==> src/rtl/lsu_if.sv <==
// Core request/response and memory port bundle for the load/store unit.
// The unit sits on the slave side; the core and memory share the master side.
interface lsu_if;
  localparam int unsigned XLEN = 32;

  logic            req_valid_i;
  logic            req_ready_o;
  logic            req_we_i;
  logic [1:0]      req_size_i;
  logic            req_unsigned_i;
  logic [XLEN-1:0] req_addr_i;
  logic [XLEN-1:0] req_wdata_i;
  logic            resp_valid_o;
  logic [XLEN-1:0] resp_rdata_o;
  logic            resp_err_o;
  logic            mem_wen_o;
  logic [XLEN-1:0] mem_addr_o;
  logic [XLEN-1:0] mem_wdata_o;
  logic [XLEN-1:0] mem_rdata_i;

  modport slave (
    input  req_valid_i, req_we_i, req_size_i, req_unsigned_i, req_addr_i, req_wdata_i,
    input  mem_rdata_i,
    output req_ready_o, resp_valid_o, resp_rdata_o, resp_err_o,
    output mem_wen_o, mem_addr_o, mem_wdata_o
  );

  modport master (
    output req_valid_i, req_we_i, req_size_i, req_unsigned_i, req_addr_i, req_wdata_i,
    output mem_rdata_i,
    input  req_ready_o, resp_valid_o, resp_rdata_o, resp_err_o,
    input  mem_wen_o, mem_addr_o, mem_wdata_o
  );
endinterface

==> src/rtl/load_store_unit.sv <==
// Single-outstanding load/store unit: byte/half/word accesses to a word-wide memory,
// sub-word stores done as read-modify-write, misaligned/illegal requests answered with an error.
module load_store_unit (
  input  logic clk_i,
  input  logic rst_i,
  lsu_if.slave bus
);
  localparam int unsigned XLEN = 32;

  localparam logic [1:0] SZ_BYTE = 2'b00;
  localparam logic [1:0] SZ_HALF = 2'b01;
  localparam logic [1:0] SZ_WORD = 2'b10;
  localparam logic [1:0] SZ_ILL  = 2'b11;

  typedef enum logic [1:0] {IDLE, READ, WRITE, RESP} state_e;

  state_e          state_q, state_d;
  logic            we_q, we_d;
  logic [1:0]      size_q, size_d;
  logic            unsigned_q, unsigned_d;
  logic [XLEN-1:0] addr_q, addr_d;
  logic [XLEN-1:0] wdata_q, wdata_d;

  logic            req_ready_q, req_ready_d;
  logic            resp_valid_q, resp_valid_d;
  logic [XLEN-1:0] resp_rdata_q, resp_rdata_d;
  logic            resp_err_q, resp_err_d;
  logic            mem_wen_q, mem_wen_d;
  logic [XLEN-1:0] mem_addr_q, mem_addr_d;
  logic [XLEN-1:0] mem_wdata_q, mem_wdata_d;

  function automatic logic is_bad(input logic [1:0] size, input logic [1:0] lo);
    logic bad;
    bad = 1'b0;
    unique case (size)
      SZ_BYTE: bad = 1'b0;
      SZ_HALF: bad = lo[0];
      SZ_WORD: bad = (lo != 2'b00);
      SZ_ILL:  bad = 1'b1;
    endcase
    return bad;
  endfunction

  // Pick the addressed lane out of a memory word and extend it to XLEN.
  function automatic logic [XLEN-1:0] extract(input logic [XLEN-1:0] w, input logic [1:0] lo,
                                              input logic [1:0] size, input logic uns);
    logic [7:0]      b;
    logic [15:0]     h;
    logic [XLEN-1:0] r;
    unique case (lo)
      2'd0: b = w[7:0];
      2'd1: b = w[15:8];
      2'd2: b = w[23:16];
      2'd3: b = w[31:24];
    endcase
    h = lo[1] ? w[31:16] : w[15:0];
    unique case (size)
      SZ_BYTE: r = {{24{~uns & b[7]}}, b};
      SZ_HALF: r = {{16{~uns & h[15]}}, h};
      default: r = w;
    endcase
    return r;
  endfunction

  // Overlay store data onto the old word in its little-endian lane.
  function automatic logic [XLEN-1:0] merge(input logic [XLEN-1:0] old, input logic [XLEN-1:0] wd,
                                            input logic [1:0] lo, input logic [1:0] size);
    logic [XLEN-1:0] r;
    r = old;
    unique case (size)
      SZ_BYTE: begin
        unique case (lo)
          2'd0: r[7:0]   = wd[7:0];
          2'd1: r[15:8]  = wd[7:0];
          2'd2: r[23:16] = wd[7:0];
          2'd3: r[31:24] = wd[7:0];
        endcase
      end
      SZ_HALF: begin
        if (lo[1]) r[31:16] = wd[15:0];
        else       r[15:0]  = wd[15:0];
      end
      default: r = wd;
    endcase
    return r;
  endfunction

  always_comb begin
    state_d      = state_q;
    we_d         = we_q;
    size_d       = size_q;
    unsigned_d   = unsigned_q;
    addr_d       = addr_q;
    wdata_d      = wdata_q;
    resp_rdata_d = '0;
    resp_err_d   = 1'b0;
    mem_wdata_d  = '0;

    unique case (state_q)
      IDLE: begin
        if (bus.req_valid_i) begin
          we_d       = bus.req_we_i;
          size_d     = bus.req_size_i;
          unsigned_d = bus.req_unsigned_i;
          addr_d     = bus.req_addr_i;
          wdata_d    = bus.req_wdata_i;
          if (is_bad(bus.req_size_i, bus.req_addr_i[1:0])) begin
            state_d    = RESP;
            resp_err_d = 1'b1;
          end else if (!bus.req_we_i || bus.req_size_i != SZ_WORD) begin
            state_d = READ;
          end else begin
            state_d     = WRITE;
            mem_wdata_d = bus.req_wdata_i;
          end
        end
      end
      READ: begin
        // Sub-word stores reuse the read to build the full word to write back.
        if (we_q) begin
          state_d     = WRITE;
          mem_wdata_d = merge(bus.mem_rdata_i, wdata_q, addr_q[1:0], size_q);
        end else begin
          state_d      = RESP;
          resp_rdata_d = extract(bus.mem_rdata_i, addr_q[1:0], size_q, unsigned_q);
        end
      end
      WRITE:   state_d = RESP;
      RESP:    state_d = IDLE;
      default: state_d = IDLE;
    endcase

    req_ready_d  = (state_d == IDLE);
    resp_valid_d = (state_d == RESP);
    mem_wen_d    = (state_d == WRITE);
    mem_addr_d   = (state_d == READ || state_d == WRITE) ? {addr_d[XLEN-1:2], 2'b00} : '0;
  end

  always_ff @(posedge clk_i) begin
    if (rst_i) begin
      state_q      <= IDLE;
      we_q         <= 1'b0;
      size_q       <= 2'b00;
      unsigned_q   <= 1'b0;
      addr_q       <= '0;
      wdata_q      <= '0;
      req_ready_q  <= 1'b1;
      resp_valid_q <= 1'b0;
      resp_rdata_q <= '0;
      resp_err_q   <= 1'b0;
      mem_wen_q    <= 1'b0;
      mem_addr_q   <= '0;
      mem_wdata_q  <= '0;
    end else begin
      state_q      <= state_d;
      we_q         <= we_d;
      size_q       <= size_d;
      unsigned_q   <= unsigned_d;
      addr_q       <= addr_d;
      wdata_q      <= wdata_d;
      req_ready_q  <= req_ready_d;
      resp_valid_q <= resp_valid_d;
      resp_rdata_q <= resp_rdata_d;
      resp_err_q   <= resp_err_d;
      mem_wen_q    <= mem_wen_d;
      mem_addr_q   <= mem_addr_d;
      mem_wdata_q  <= mem_wdata_d;
    end
  end

  assign bus.req_ready_o  = req_ready_q;
  assign bus.resp_valid_o = resp_valid_q;
  assign bus.resp_rdata_o = resp_rdata_q;
  assign bus.resp_err_o   = resp_err_q;
  assign bus.mem_wen_o    = mem_wen_q;
  assign bus.mem_addr_o   = mem_addr_q;
  assign bus.mem_wdata_o  = mem_wdata_q;
endmodule

==> src/flat_wrapper.sv <==
// flat-port wrapper written by rule: the top's interface ports become plain ports
module load_store_unit_flat 
  (clk_i, rst_i, bus_req_valid_i, bus_req_we_i, bus_req_size_i, bus_req_unsigned_i, bus_req_addr_i, bus_req_wdata_i, bus_mem_rdata_i, bus_req_ready_o, bus_resp_valid_o, bus_resp_rdata_o, bus_resp_err_o, bus_mem_wen_o, bus_mem_addr_o, bus_mem_wdata_o);
  lsu_if bus_i ();
  input  logic clk_i;
  input  logic rst_i;
  input wire logic [$bits(bus_i.req_valid_i)-1:0] bus_req_valid_i;
  input wire logic [$bits(bus_i.req_we_i)-1:0] bus_req_we_i;
  input wire logic [$bits(bus_i.req_size_i)-1:0] bus_req_size_i;
  input wire logic [$bits(bus_i.req_unsigned_i)-1:0] bus_req_unsigned_i;
  input wire logic [$bits(bus_i.req_addr_i)-1:0] bus_req_addr_i;
  input wire logic [$bits(bus_i.req_wdata_i)-1:0] bus_req_wdata_i;
  input wire logic [$bits(bus_i.mem_rdata_i)-1:0] bus_mem_rdata_i;
  output wire logic [$bits(bus_i.req_ready_o)-1:0] bus_req_ready_o;
  output wire logic [$bits(bus_i.resp_valid_o)-1:0] bus_resp_valid_o;
  output wire logic [$bits(bus_i.resp_rdata_o)-1:0] bus_resp_rdata_o;
  output wire logic [$bits(bus_i.resp_err_o)-1:0] bus_resp_err_o;
  output wire logic [$bits(bus_i.mem_wen_o)-1:0] bus_mem_wen_o;
  output wire logic [$bits(bus_i.mem_addr_o)-1:0] bus_mem_addr_o;
  output wire logic [$bits(bus_i.mem_wdata_o)-1:0] bus_mem_wdata_o;
  assign bus_i.req_valid_i = bus_req_valid_i;
  assign bus_i.req_we_i = bus_req_we_i;
  assign bus_i.req_size_i = bus_req_size_i;
  assign bus_i.req_unsigned_i = bus_req_unsigned_i;
  assign bus_i.req_addr_i = bus_req_addr_i;
  assign bus_i.req_wdata_i = bus_req_wdata_i;
  assign bus_i.mem_rdata_i = bus_mem_rdata_i;
  assign bus_req_ready_o = bus_i.req_ready_o;
  assign bus_resp_valid_o = bus_i.resp_valid_o;
  assign bus_resp_rdata_o = bus_i.resp_rdata_o;
  assign bus_resp_err_o = bus_i.resp_err_o;
  assign bus_mem_wen_o = bus_i.mem_wen_o;
  assign bus_mem_addr_o = bus_i.mem_addr_o;
  assign bus_mem_wdata_o = bus_i.mem_wdata_o;
  load_store_unit u_core (.clk_i(clk_i), .rst_i(rst_i), .bus(bus_i));
endmodule
==> config.mk <==
export PLATFORM = sky130hd
export DESIGN_NAME = load_store_unit_flat
export DESIGN_NICKNAME = d
export VERILOG_FILES = /design/src/rtl/lsu_if.sv /design/src/rtl/load_store_unit.sv /design/src/flat_wrapper.sv
export SDC_FILE = /design/constraint.sdc
export NUM_CORES = 1
export LEC_CHECK = 0
export ABC_AREA = 0
export CAP_MARGIN = 20
export CELL_PAD_IN_SITES_DETAIL_PLACEMENT = 2
export CELL_PAD_IN_SITES_GLOBAL_PLACEMENT = 2
export CORE_MARGIN = 10
export CORE_UTILIZATION = 25
export CTS_CLUSTER_SIZE = 28
export DETAILED_ROUTE_END_ITERATION = 8
export PLACE_DENSITY_LB_ADDON = 0.12
export SLEW_MARGIN = 5
export SYNTH_ARGS = -nofsm -noshare
export SYNTH_HDL_FRONTEND = slang
export SYNTH_SLANG_ARGS = --single-unit
==> constraint.sdc <==
create_clock -name clk_i -period 1.9 [get_ports clk_i]
set_input_delay 0.285 -clock clk_i [delete_from_list [all_inputs] [get_ports clk_i]]
set_output_delay 0.285 -clock clk_i [all_outputs]
set_load 0.01 [all_outputs]
; ---- Yosys cells after proc, flatten, opt, wreduce, memory -nomap -nowiden
; Index checks and enable logic that the tools add are counted.
[totals]
regBits = 170
inputBits = 103
elab_cells = 77
[op_classes]
n_eq_ne = 14
muxes = 28
bitwise_logic = 7
reduce_logical = 13
[ops]
columns = operator, count
row1 = 2-to-1 mux 32 bit, 6
row2 = case mux 32 bit (2 select lines), 3
row3 = 2-to-1 mux 16 bit, 3
row4 = 2-to-1 mux 8 bit, 6
row5 = case mux 8 bit (4 select lines), 1
row6 = == test 2 bit (second input constant), 8
row7 = == test 2 x 1 -> 1 bit (second input constant), 5
row8 = zero test 2 bit, 5
row9 = case mux 2 bit (4 select lines), 1
row10 = 2-to-1 mux 2 bit, 3
row11 = OR reduction 3 bit, 2
row12 = inverter 1 bit, 5
row13 = 2-to-1 mux 1 bit, 4
row14 = case mux 1 bit (4 select lines), 1
row15 = AND 1 bit, 2
row16 = logical OR 1 bit, 2
row17 = inequality test 2 bit (second input constant), 1
row18 = AND reduction 2 bit, 1
row19 = nonzero test 2 bit, 1
row20 = OR reduction 2 bit, 1
row21 = zero test 1 bit, 1

; ---- Depth between registers and ports, before layout
; Gate-level depths: netlist of the first run.
[depth]
depth_word = 11
depth_mapped = 9
depth_no_buf = 8

; ---- Worst setup path before layout of the first run
; No wires, ideal clock.
[synth_timing]
path_type = register to register
start = register u_core.state_q[0]
end = register u_core.mem_addr_q[10], in the netlist u_core.bus.mem_addr_o[10]
t_arrival_ps = 1657
setup_slack_ps = 111
path_stages_with_launch = 9
path_buffers = 1
period_less_slack_ps = 1789
cell_sequence = dfxtp_1 -> inv_1 -> ha_1 -> o21ai_0 -> a41o_1 -> o21a_1 -> ha_1 -> clkbuf_1 -> nor3_1
[synth_via]
elab_chain_cells = 6
word_cells_on_any_way = 12
classes_between = eq/ne: 5 / mux: 3 / bitwise: 1 / reduce/logical: 3
[synth_rtl]
columns = element, line_no
row1 = from (decl), load_store_unit.sv:17  ; state_e state_q, state_d;
row2 = from (signal assigned), load_store_unit.sv:155  ; state_q <= state_d;
row3 = == test 2 bit (tied with other cells), load_store_unit.sv:99  ; unique case (state_q)
row4 = case mux 2 bit (4 select lines), load_store_unit.sv:99
row5 = == test 2 x 1 -> 1 bit / == test 2 bit (equally long branches), load_store_unit.sv:136  ; mem_addr_d = (state_d == READ || state_d == WRITE) ? {addr_d[XLEN-1:2], 2'b00} : '0;
row6 = logical OR 1 bit, load_store_unit.sv:136
row7 = inverter 1 bit (no line), n/a
row8 = OR reduction 2 bit (no line), n/a
row9 = to (signal assigned), load_store_unit.sv:166  ; mem_addr_q <= mem_addr_d;
row10 = to (decl), load_store_unit.sv:29  ; logic [XLEN-1:0] mem_addr_q, mem_addr_d;
; Parallel ways exist; a longest one is shown, timed or not.
; A chain may end at the register's enable or synchronous reset.

; ---- Final worst setup path of the first run
[layout_timing]
start = register u_core.state_q[1]
end = register u_core.resp_rdata_q[13], in the netlist u_core.bus.resp_rdata_o[13]
[layout_via]
elab_chain_cells = 3
[layout_rtl]
columns = element, line_no
row1 = == test 2 x 1 -> 1 bit, load_store_unit.sv:99
row2 = inverter 1 bit (no line), n/a
row3 = OR reduction 3 bit (no line), n/a
row4 = to (signal assigned), load_store_unit.sv:163  ; resp_rdata_q <= resp_rdata_d;
row5 = to (decl), load_store_unit.sv:26  ; logic [XLEN-1:0] resp_rdata_q, resp_rdata_d;
; No other way between the ends.

==> results.json, run 1 <==
{
  "status": "completed",
  "yosysTopAreaCellShare": 0.500,
  "timing.final.setup_violations": 0,
  "cts-root-buf": "clkbuf_16",
  "hp-class": "input port to register",
  "grt_pass1_wl_um": 43200,
  "netlist_instances": 715,
  "die_height_um": 184,
  "most-common-layout-cells": "clkdlybuf4s50_1 (199), dfxtp_1 (166), nand2_1 (129)",
  "yosysTopAreaCell": "dfxtp_1",
  "power.density_nw_per_um2": 1280,
  "area_growth_pct": 49.6,
  "place_area_um2": 9300,
  "first_pass_iters": 4,
  "crit_path_max_fanout": 8,
  "stdcell_count": 1273,
  "die_w_um": 184,
  "ir_drop_v": 0.000732,
  "antenna_found_initial": 2,
  "critPathSlowestCell": "or3b_4",
  "final_nets": 1033,
  "grt_max_degree": 98,
  "finalCritPeriodShare": 0.947,
  "worstSetupStartpointType": "register",
  "crit_type": "register to register",
  "path_clk_slew_ps": 70,
  "yosys-top-cells-area": "dfxtp_1 (50%), mux2i_1 (7.6%), nand2_1 (7.2%)",
  "p_leak_nw": 3.83,
  "htree_levels": 4,
  "slew_headroom": 0.266,
  "finalInstanceArea_um2": 10100,
  "placedCellCount": 1238,
  "worstPathCellList": "inv_2 > ha_4 > or3b_4 > nor3_2 > or3b_4 > o21ai_0",
  "rsz0062_at_grt": "true",
  "crit_path_end_kind": "register",
  "drive_above_1_share": 0.142,
  "io_buffers": 200,
  "cp_data_arrival_time_ps": 2130,
  "start_util": 0.256,
  "cts_tree": "done",
  "ys_types": 40,
  "core_area_um2": 26300,
  "power_mw": 12.8,
  "drtAntennaViolNets": 0,
  "finalClockSkew_ps": 15.6,
  "hold_ws_ps": 227,
  "drt_iter0_drc": 317,
  "tns_ps": 0,
  "crit_top_cell": "or3b_4",
  "drc": 0,
  "required_ps": 2230,
  "worst_slack_ps": 101,
  "tightest_slew_ps": 1100,
  "vias": 6208,
  "utilization": 0.383,
  "gp_congestion": 0.837,
  "overflow": 0,
  "wire_per_inst_um": 22.5,
  "final_common_cell": "clkdlybuf4s50_1",
  "rows": 59,
  "ys_warn_count": 0,
  "avgViaCountPerCell": 4.88,
  "drv_cap": 0,
  "grt_usage": 0.167,
  "dpl.hpwl_um": 21300,
  "syn_area_per_cell_um2": 9.40,
  "critPathMaxStageDelay_ps": 460,
  "syn_area_um2": 6720,
  "fmax_mhz": 556,
  "die-area_um2": 33800,
  "pre_cts_ws_ps": -411,
  "yosysSeqAreaShare": 0.500,
  "synth-seq-cells": 168,
  "clkLatencyLatePin_ps": 430,
  "numCtsBuffers": 17,
  "slew_violations": 0,
  "cts_buffer_depth": 2,
  "final_hold_viol_count": 0,
  "period_minus_slack_ps": 1800,
  "io_pins": 203,
  "cts_num_sinks": 168,
  "grt_pass1_vias": 6915,
  "drt-total-wl_um": 28600
}
-- cells by family after synthesis --
group                    Yosys count  synth area share
other                              1          0.000558
AO/OA/AOI/OAI                    156             0.156
adder cells (fa/ha/maj)            6            0.0112
flip-flops                       168             0.500
multiplexers                      75             0.128
AND/OR/NAND/NOR                  240             0.160
buffers and inverters             69            0.0443
-- final cells by class --
type	instances	area, µm²
flip-flops and latches	168	3370
multi-input cells	479	3150
clock buffers	17	425
clock inverters	15	203
fillers	2839	16200
well taps	335	419
inverters	6	22.5
repair buffers	252	2460
diodes	1	2.50
-- synthesized netlist by cell type, drive strengths merged --
library cell	n
dfxtp	168
nand2	129
mux2i	51
a21oi	46
clkbuf	38
nor2	36
nor3	32
buf	25
o221ai	18
mux2	17
a22oi	16
o21ai	16
o22ai	16
a221o	14
nor2b	10
o21a	10
and2	9
a211oi	8
a31oi	8
nand3b	8
mux4	7
ha	6
inv	6
nor4	4
or2	3
a32oi	2
nand2b	2
nor3b	2
or3b	2
a2111oi	1
a41o	1
and4	1
conb	1
nand3	1
or3	1
-- report_power, final --
group          switching, mW  internal, mW
combinational           2.43          2.25
sequential             0.323          4.13
clock                   1.68          2.02
-- path summary, 6_finish.rpt --
path / cells after the start / slack [ps] / to / startpoint
setup / recovery: 6 / 100 / u_core.bus.resp_rdata_o[13] / u_core.state_q[1]
hold / removal: 3 / 230 / u_core.addr_q[0] / rst_i
setup reg to reg: 6 / 100 / u_core.bus.resp_rdata_o[13] / u_core.state_q[1]
hold reg to reg: 2 / 460 / u_core.wdata_q[20] / u_core.wdata_q[20]
-- critical path: cells and delay by family, from the launching register on --
kind	cells	cell delay, ps
simple gates	3	1010
buf+inv	1	100
fa+ha+maj	1	150
compound gates	1	120
flops	1	330
-- registers in the layout (all words and copies together), names as in the netlist --
name and count:
u_core.addr_q 32, u_core.bus.mem_addr_o 30, u_core.bus.mem_wdata_o 32, u_core.bus.mem_wen_o 1
u_core.bus.req_ready_o 1, u_core.bus.resp_err_o 1, u_core.bus.resp_rdata_o 32, u_core.bus.resp_valid_o 1
u_core.size_q 2, u_core.state_q 2, u_core.unsigned_q 1, u_core.wdata_q 32
u_core.we_q 1
-- repair_timing --
| action | CTS | global route |
|---|---|---|
| gates cloned | 0 | 1 |
| endpoints found under the setup margin | 38 | 65 |
| gates resized for setup | 9 | 15 |
| pin swaps | 0 | 1 |
| hold buffers | 0 | 0 |
| buffers inserted | 0 | 1 |
-- layer usage --
layer  track usage  vias up  share of wire
li1              -     2945              -
met1         0.201     3087           0.43
met2         0.285      157           0.50
met3        0.0498       17          0.063
met4        0.0357        2         0.0085
met5             0        -        0.00045
(Power assumes the default switching activity.)
==> run 2: changes to the inputs <==
Settings changed: CAP_MARGIN 20 to 5, SKIP_LAST_GASP set to 1.
==> results.json, run 2 (synthesis results as in run 1) <==
{
  "hp-class": "input port to register",
  "final_nets": 1033,
  "cp_data_arrival_time_ps": 2130,
  "grt_pass1_wl_um": 43200,
  "worstSetupStartpointType": "register",
  "crit_path_end_kind": "register",
  "fillCellCount": 2839,
  "die_w_um": 184,
  "use_met3": 0.0498,
  "cp.buffers_inverters": 1,
  "met1_usage": 0.201,
  "clkPwrFrac": 0.288,
  "clkLatencyLatePin_ps": 430,
  "area_growth_pct": 49.5,
  "overflow": 0,
  "fmax_mhz": 558,
  "p_leak_nw": 3.83,
  "ir_drop_v": 0.000732,
  "finalClockSkew_ps": 15.6,
  "p_sw_mw": 4.43,
  "first_pass_iters": 4,
  "vias": 6191,
  "grt_usage": 0.167,
  "slew_violations": 0,
  "grt_max_degree": 98,
  "power.density_nw_per_um2": 1280,
  "wire_per_inst_um": 22.5,
  "avgViaCountPerCell": 4.86,
  "tightest_slew_ps": 1100,
  "hold_ws_ps": 227,
  "critPathMaxStageDelay_ps": 450,
  "worst_slack_ps": 107,
  "use_met2": 0.285,
  "finalCritPeriodShare": 0.944,
  "combPwrFrac": 0.365,
  "antenna_found_initial": 2,
  "status": "completed",
  "cts_hold_buf": 0,
  "drive_above_1_share": 0.141,
  "io_buffers": 200,
  "die_height_um": 184,
  "drv_cap": 0,
  "p_sw_frac": 0.346,
  "drtAntennaViolNets": 0,
  "rows": 59,
  "rsz0062_at_grt": "true",
  "dpl.hpwl_um": 21300,
  "final_common_cell": "clkdlybuf4s50_1",
  "most-common-layout-cells": "clkdlybuf4s50_1 (199), dfxtp_1 (166), nand2_1 (129)",
  "numCtsBuffers": 17,
  "place_area_um2": 9300,
  "path_clk_slew_ps": 70,
  "cts_num_sinks": 168,
  "period_minus_slack_ps": 1790,
  "cts-root-buf": "clkbuf_16",
  "critPathTopFamily": "simple AND/OR/NAND/NOR gates",
  "crit_type": "register to register",
  "crit_path_max_fanout": 8,
  "gp_congestion": 0.837,
  "cts_buffer_depth": 2,
  "worstPathCellList": "inv_2 > ha_4 > or3b_4 > nor3_2 > or3b_4 > o21ai_1",
  "drt-total-wl_um": 28600,
  "drt_iter0_drc": 302,
  "utilization": 0.382,
  "drc": 0,
  "critPathSlowestCell": "or3b_4",
  "required_ps": 2240,
  "core_area_um2": 26300,
  "power_mw": 12.8,
  "io_pins": 203,
  "timing.final.setup_violations": 0,
  "busiest_layer": "met2",
  "die-area_um2": 33800,
  "start_util": 0.256,
  "final_hold_viol_count": 0,
  "htree_levels": 4,
  "finalInstanceArea_um2": 10000,
  "seqPwrFrac": 0.347,
  "intPower_mw": 8.40,
  "cts_tree": "done",
  "r2r_setup_slack_ps": 110,
  "pre_cts_ws_ps": -411,
  "slew_headroom": 0.265,
  "grt_pass1_vias": 6915,
  "crit_top_cell": "or3b_4"
}
[run 2: path summary, 6_finish.rpt]
kind | depth (start not counted) | start | end
setup / recovery | 6 | u_core.state_q[1] | u_core.bus.resp_rdata_o[15]
hold reg to reg | 2 | u_core.wdata_q[20] | u_core.wdata_q[20]
setup reg to reg | 6 | u_core.state_q[1] | u_core.bus.resp_rdata_o[15]
hold / removal | 3 | rst_i | u_core.addr_q[0]
[run 2: power groups by stage]
stage | clock network, mW | registers [mW] | logic [mW]
detailed placement | 0 | 4.53 | 4.25
floorplan | 0 | 4.57 | 1.99
global route | 3.95 | 4.52 | 5.11
CTS | 3.80 | 4.46 | 4.43
global placement | 0 | 4.51 | 4.08
finish | 3.70 | 4.45 | 4.68
[run 2: stage by stage]
stage / TNS, ps / cells
after floorplan: 0 / 716
after global placement: -9130 / 1238
after detailed placement: -11590 / 1238
after CTS: 0 / 1270
after global routing: -87.5 / 1272
final: 0 / 1273
[run 2: layer usage]
layer / wire length (µm) / part of all wire / vias to the layer above
met4: 244 / 0.0085 / 2
met5: 13 / 0.00045 / -
met3: 1680 / 0.059 / 17
met1: 12400 / 0.44 / 3072
li1: - / - / 2945
met2: 14200 / 0.50 / 155
[run 2: cell type report]
type | count | area (µm²) | area share
antenna | 1 | 2.50 | 0.000249
clock buffer | 17 | 425 | 0.0423
clock inverter | 15 | 203 | 0.0202
inverter | 6 | 22.5 | 0.00224
multi-input combinational | 479 | 3150 | 0.313
sequential | 168 | 3370 | 0.335
tap | 335 | 419 | 0.0417
timing repair buffer | 252 | 2460 | 0.245
[run 2: worst min-delay path, delay by kind of cell]
family	cells	cell delay, ps
buf+inv	2	270
compound gates	1	50
[run 2: timing repair]
item | CTS | global route
buffers inserted | 0 | 1
resized for setup | 9 | 13
pin swaps | 0 | 1
cloned | 0 | 1
setup endpoints to repair | 38 | 65
==> run 3: changes to the inputs <==
Settings changed: HOLD_SLACK_MARGIN set to 0.02, SLEW_MARGIN 5 to not set.
==> results of run 3 <==
No change in the layout: final DEF, timing and power equal those of run 2.
